**src/rtl/argmax_pkg.sv**
```systemverilog
// Shared types and constants for the streaming argmax block.
package argmax_pkg;

  typedef enum logic {
    ACCUM = 1'b0,
    HOLD  = 1'b1
  } state_t;

  localparam int N_DEFAULT         = 10;
  localparam int DATA_BITS_DEFAULT = 18;
  localparam int IN_WORD_DEFAULT   = 29;
  localparam int RESULT_OFFSET     = 8;
  localparam int IDX_BITS          = RESULT_OFFSET;
  localparam int OUT_WORD          = 32;

endpackage

```
**src/rtl/argmax_compare.sv**
```systemverilog
// Signed strict-greater compare selecting the running maximum and its index.
module argmax_compare
  import argmax_pkg::*;
#(
  parameter int DATA_BITS = DATA_BITS_DEFAULT
) (
  input  logic                        i_first,
  input  logic signed [DATA_BITS-1:0] i_score,
  input  logic        [IDX_BITS-1:0]  i_idx,
  input  logic signed [DATA_BITS-1:0] i_max_val,
  input  logic        [IDX_BITS-1:0]  i_max_idx,
  output logic signed [DATA_BITS-1:0] o_max_val,
  output logic        [IDX_BITS-1:0]  o_max_idx
);

  always_comb begin
    // NOTE: defaults first so every path assigns every output; no latch is inferred.
    o_max_val = i_max_val;
    o_max_idx = i_max_idx;
    if (i_first) begin
      o_max_val = i_score;
      o_max_idx = '0;
    end else if (i_score > i_max_val) begin
      // Strictly greater only: ties keep the earlier index.
      o_max_val = i_score;
      o_max_idx = i_idx;
    end
  end

endmodule

```
**src/rtl/argmax_stream.sv**
```systemverilog
// Streaming argmax over N serialized signed scores per frame.
// Define ARGMAX_SCORE_EN to also report the winning score in out_data[31:8].
module argmax_stream
  import argmax_pkg::*;
#(
  parameter int N         = N_DEFAULT,
  parameter int DATA_BITS = DATA_BITS_DEFAULT,
  parameter int IN_WORD   = IN_WORD_DEFAULT
) (
  input  logic                clock,
  input  logic                reset,
  input  logic [IN_WORD-1:0]  in_data,
  input  logic                in_valid,
  output logic                upstream_stall,
  output logic [OUT_WORD-1:0] out_data,
  output logic                out_valid,
  input  logic                downstream_stall
);

  state_t                       r_state;
  logic        [IDX_BITS-1:0]   r_idx;
  logic        [IDX_BITS-1:0]   r_max_idx;
  logic signed [DATA_BITS-1:0]  r_max_val;

  logic signed [DATA_BITS-1:0]  w_score;
  logic signed [DATA_BITS-1:0]  w_next_val;
  logic        [IDX_BITS-1:0]   w_next_idx;
  logic                         w_in_accept;
  logic                         w_out_accept;
  logic                         w_last;
  logic                         w_unused;

  assign w_score      = in_data[DATA_BITS-1:0];
  assign w_unused     = ^in_data[IN_WORD-1:DATA_BITS];
  assign w_in_accept  = in_valid && !upstream_stall;
  assign w_out_accept = out_valid && !downstream_stall;
  assign w_last       = (r_idx == IDX_BITS'(N - 1));

  argmax_compare #(
    .DATA_BITS (DATA_BITS)
  ) u_compare (
    .i_first   (r_idx == '0),
    .i_score   (w_score),
    .i_idx     (r_idx),
    .i_max_val (r_max_val),
    .i_max_idx (r_max_idx),
    .o_max_val (w_next_val),
    .o_max_idx (w_next_idx)
  );

  // Handshake outputs are decoded straight from the state register.
  assign upstream_stall = (r_state == HOLD);
  assign out_valid      = (r_state == HOLD);

`ifdef ARGMAX_SCORE_EN
  assign out_data = {{(OUT_WORD - RESULT_OFFSET - DATA_BITS){r_max_val[DATA_BITS-1]}},
                     r_max_val, r_max_idx};
`else
  assign out_data = {{(OUT_WORD - IDX_BITS){1'b0}}, r_max_idx};
`endif

  // NOTE: sequential state uses non-blocking assignments so every register samples pre-edge values.
  always_ff @(posedge clock) begin
    if (reset) begin
      r_state   <= ACCUM;
      r_idx     <= '0;
      r_max_val <= '0;
      r_max_idx <= '0;
    end else begin
      case (r_state)
        ACCUM: begin
          if (w_in_accept) begin
            r_max_val <= w_next_val;
            r_max_idx <= w_next_idx;
            if (w_last) begin
              r_idx   <= '0;
              r_state <= HOLD;
            end else begin
              r_idx   <= r_idx + IDX_BITS'(1);
            end
          end
        end
        HOLD: begin
          if (w_out_accept) r_state <= ACCUM;
        end
        default: r_state <= ACCUM;
      endcase
    end
  end

endmodule

```
**config.mk**
```make
export PLATFORM = sky130hd
export DESIGN_NAME = argmax_stream
export DESIGN_NICKNAME = d
export VERILOG_FILES = /design/src/rtl/argmax_pkg.sv /design/src/rtl/argmax_compare.sv /design/src/rtl/argmax_stream.sv
export SDC_FILE = /design/constraint.sdc
export NUM_CORES = 1
export LEC_CHECK = 0
export CORE_AREA = 5 5 76 78
export CTS_CLUSTER_DIAMETER = 60
export DETAILED_ROUTE_END_ITERATION = 6
export DIE_AREA = 0 0 81 83
export GPL_TIMING_DRIVEN = 0
export HOLD_SLACK_MARGIN = 0.06
export PLACE_DENSITY = 0.89
export SYNTH_ARGS = -nofsm -noshare
export SYNTH_HDL_FRONTEND = slang
export SYNTH_SLANG_ARGS = --single-unit
```
**constraint.sdc**
```tcl
create_clock -name clock -period 6.9 [get_ports clock]
set_clock_uncertainty 0.1 [all_clocks]
set_input_delay 1.38 -clock clock [delete_from_list [all_inputs] [get_ports clock]]
set_output_delay 1.38 -clock clock [all_outputs]
set_load 0.02 [all_outputs]
```
==> Word level (Yosys, flattened, before mapping) <==
Index checks and enable logic that the tools add are counted.
{ "classes": {"n_mux": 9, "eq_ne": 1, "addsub": 1, "reduce_logical": 8, "bitwise": 1, "order_cmp": 1} }
{ "op_table": {"columns": ["op", "count"], "rows": [
  ["18-bit 2-to-1 mux", 2],
  ["8-bit 2-to-1 mux", 3],
  ["18-bit > comparator", 1],
  ["8-bit by 1-bit adder with 8-bit output (second input constant)", 1],
  ["8-bit by 4-bit equality test with 1-bit output (second input constant)", 1],
  ["8-bit zero test", 1],
  ["1-bit 2-to-1 mux", 3],
  ["3-bit AND reduction", 1],
  ["1-bit logical AND", 2],
  ["1-bit zero test", 2],
  ["1-bit one-hot mux with 2 select lines", 1],
  ["2-bit AND reduction", 1],
  ["2-bit nonzero test", 1],
  ["1-bit NOT", 1]
]} }
{ "totals": {"output_inout_bits": 34, "inputBits": 33, "elab_cells": 25, "ff_bits": 35} }

==> Logic depth before layout (Yosys ltp) <==
{ "depth": {"word_depth": 4, "mapped_depth": 10, "depth_no_buf": 8} }

==> Hierarchy <==
From an unflattened synthesis, not the netlist that was laid out.
{ "hier_totals": {"hier_cells": 311, "area_unflattened_um2": 2516.2} }
{ "modules_own_cells": {"columns": ["mod", "seq_area_each_um2", "area_per_inst_um2", "n_inst", "cells_each"], "rows": [
  ["argmax_stream", 700.7, 1592.8, 1, 199],
  ["argmax_compare", 0.0, 923.4, 1, 112]
]} }

==> Worst setup path before layout <==
No wires, ideal clock.
{ "synth_path": {"kind": "input to register", "from": "input in_data[9]", "to": "register r_max_idx[4]", "arrival_time_ns": 2.996, "setup_ns": 0.095, "required_ns": 6.705, "stages": 9, "n_path_buf": 2, "slack_ns": 3.708, "cell_sequence": "ha_1 > and4_4 > and4_1 > o21ba_2 > a31oi_1 > buf_4 > buf_4 > nand4_1 > o311ai_1"} }
{ "synth_via": {"elab_chain_cells": 3} }
{ "synth_lines": {"columns": ["element", "line_no", "source"], "rows": [
  ["from (decl)", "argmax_stream.sv:12", "input logic [IN_WORD-1:0] in_data,"],
  ["18-bit > comparator", "argmax_compare.sv:23", "end else if (i_score > i_max_val) begin"],
  ["2-bit nonzero test (no line)", null, null],
  ["3-bit AND reduction (no line)", null, null],
  ["to (signal assigned)", "argmax_stream.sv:74", "r_max_idx <= w_next_idx;"],
  ["to (decl)", "argmax_stream.sv:22", "logic [IDX_BITS-1:0] r_max_idx;"]
]} }
Every way passes these cells.
A chain may end at the register's enable or synchronous reset.

==> Worst setup path after layout <==
{ "layout_path": {"from": "input in_data[17]", "to": "register r_max_val[6]"} }
{ "layout_via": {"elab_chain_cells": 3} }
{ "layout_lines": {"columns": ["element", "line_no", "source"], "rows": [
  ["18-bit > comparator", "argmax_compare.sv:23", null],
  ["2-bit nonzero test (no line)", null, null],
  ["3-bit AND reduction (no line)", null, null],
  ["to (signal assigned)", "argmax_stream.sv:73", "r_max_val <= w_next_val;"],
  ["to (decl)", "argmax_stream.sv:23", "logic signed [DATA_BITS-1:0] r_max_val;"]
]} }
Every way passes these cells.

==> results.md <==
- Inserted Clock Buffers: 5
- Mapped cell area: 0.00264 mm^2
- DR WL/cell: 15.8 um
- Total wire length: 7310 um
- Mean Syn Cell Area: 7.94 um^2
- Final Max Slew Viols: 0
- Slew @ Worst Pin: 0.548 ns
- Reg clk slew, reported paths: 0.07 ns
- Gpl congestion: 0.919
- # rows: 26
- Worst path depth: 9
- Final setup viols: 0
- Final worst path period share: 56.9%
- Max VDD drop: 0.000137 V
- Max_cap viols: 0
- Final nets: 447
- Startpoint Class: input port
- Post-synthesis register bit count: 35
- Main synth FF type: dfxtp_1
- Core box area: 0.00501 mm^2
- Slowest Stage Delay on Critical Path: 0.50 ns
- WS Path Type: in -> reg
- Syn Inst Count: 332
- Total GRT Usage: 22.1%
- Detailed Place HPWL: 5270 um
- Final ANT Viol Nets: 0
- Kind of end point of the critical path: flip-flop
- Port Buffers: 31
- Clock buffer depth: 2
- Remaining Overflow, GRT: 0
- RSZ-0062 raised after global routing: false
- Clk sinks: 35
- Synth async-reset ratio: 0%
- Post-cts resize count: 0
- Pre-CTS setup slack: 2.79 ns
- Post-synthesis sequential area ratio: 26.6%
- Pwr dens: 202 mW/mm^2
- Synth-to-Final Area Change: 22.8%
- Cell family with most CP delay: buffers and inverters
- Synth top area share: 26.6%
- Cells along the critical path: clkdlybuf4s50_1 -> ha_1 -> and4_1 -> and4_1 -> a21oi_1 -> buf_2 -> clkbuf_1 -> nand4_1 -> o311ai_1
- Final Hold Viols: 0
- Synth cell types: 39
- Post-CTS Setup Inserts: 0
- Hold crit path type: reg -> reg
- Largest net degree at the start of global routing: 12
- H-tree levels: 2
- Biggest area consumer among synthesized cells: dfxtp_1
- Drt pass-1 iters: 5
- Layout cells sized above 1: 12.4%
- DRT iter0 DRCs: 219
- IO Count: 67
- Die Y: 83 um
- Clk Latency, worst-skew pair: 0.30 ns
- Post-CTS Hold Buffers: 0
- DRC violation count after routing: 0
- Critical path peak fanout: 10
- Setup TNS Final: 0 ns
- Total power after layout: 0.653 mW
- Worst hold path depth: 2
- Status: finished clean
- Slew margin rel.: 63.5%
- FMAX: 255 MHz
- EDFF count, synth: 0
- Initial antenna violation count: 0
- Leakage: 1.28 nW
- R2R cell count: 9
- Cell mode on critical path: and4_1
- Crit path time final: 3.93 ns
- Worst path slowest cell: clkdlybuf4s50_1
- Vias in the first global route: 2680
- Full die area: 0.00672 mm^2
- Worst Path Buf+Inv: 3
- Antenna cells: 0
- Final worst setup slack: 2.97 ns
- Via/cell ratio: 6.03
- Initial Utilization: 52.6%
- # fillers: 439
- CP arrival: 4.03 ns
- Largest cells by area after synthesis: dfxtp_1 (27%), ha_1 (10%), buf_4 (8.8%)
- Warnings, synthesis: 0
- Clock tree root driver cell: clkbuf_8
- Chip width: 81 um
- Global-route wire length before repair: 12100 um
- Via count: 2796
- CTS tree: yes
- WP data required: 7.00 ns
==> registers in the layout, summed over array words and instances, names as in the netlist <==
signal	flops
out_valid	1
r_idx	8
r_max_idx	8
r_max_val	18
==> layout make-up <==
cell class	instances	area, um^2	share of cell area, %
Multi-Input combinational cell	244	1610	49.6
Sequential cell	35	701	21.6
Buffer	53	329	10.2
Timing Repair Buffer	31	310	9.58
Tap cell	70	87.6	2.70
Inverter	23	86.3	2.67
Clock buffer	6	82.6	2.55
Clock inverter	2	35.0	1.08
==> placed cells by master, fill, tap and decap left out, drive strengths merged, types with 2 or more instances in the layout <==
cell / count
buf: 37
dfxtp: 35
nand2: 32
clkdlybuf4s50: 31
nand4: 26
a31oi: 24
conb: 24
inv: 23
nor4: 23
o311ai: 23
clkbuf: 22
ha: 21
nor2: 15
nand3: 8
a21oi: 7
xor2: 6
and4: 6
o21ai: 3
and3: 3
a211oi: 2
nand2b: 2
nor2b: 2
o211ai: 2
mux2i: 2
nor3: 2
==> where the power goes <==
part	total, mW	switching (mW)	internal, mW
registers	0.234	0.0119	0.222
clock network	0.198	0.0813	0.117
logic	0.221	0.136	0.0853
==> cells in the mapped netlist (2+ instances only) <==
cell type  number
ha_1           21
o21ai_0         3
and4_1          5
o311ai_1       23
nand4_1        26
buf_2           5
a21oi_1         7
nand2b_1        2
nor4_1         23
nor2_1         15
nand3_1         8
nand2_1        32
dfxtp_1        35
clkbuf_1       16
mux2i_1         2
o211ai_1        2
inv_1          23
xor2_1          6
a31oi_1        24
buf_4          31
and3_1          3
nor2b_1         2
a211oi_1        2
==> path summary, 6_finish.rpt <==
check	startpoint	to	slack (ns)
max	in_data[17]	r_max_val[6]	2.97
min	r_max_val[17]	r_max_val[17]	0.41
max reg2reg	r_max_val[17]	r_max_val[6]	4.24
min reg2reg	r_max_val[17]	r_max_val[17]	0.41
==> through the flow <==
step	hold slack, ns	utilization (%)	std cells	cell area (um^2)
finish	0.409	64.7	464	3240
global route	0.447	64.7	464	3240
CTS	0.408	64.7	464	3240
detailed placement	0.398	62.3	456	3120
global placement	0.390	62.3	456	3120
floorplan	0.380	-	355	2720
==> kinds of logic after synthesis <==
family | Yosys count | synth area share [%]
AND/OR/NAND/NOR | 121 | 24.7
buffers and inverters | 76 | 15.7
AO/OA/AOI/OAI | 69 | 19.8
flip-flops | 35 | 26.6
adder cells (fa/ha/maj) | 21 | 9.96
XOR/XNOR | 7 | 2.32
multiplexers | 2 | 0.759
other | 1 | 0.142
==> per-layer routing <==
metal  vias to the layer above  routed length (um)  track usage [%]
met5                         -                   0                0
met4                         0                 110             6.61
met3                        17                 610             5.74
met2                       155                3590             36.6
met1                      1290                3010             27.7
li1                       1334                   -                -
==> tightest hold or removal path, stage by stage (launching register included) <==
cell,delay (ns)
dfxtp_1,0.31
nand2_1,0.07
o311ai_1,0.08
No activity file was read; power rests on OpenSTA's default activity.
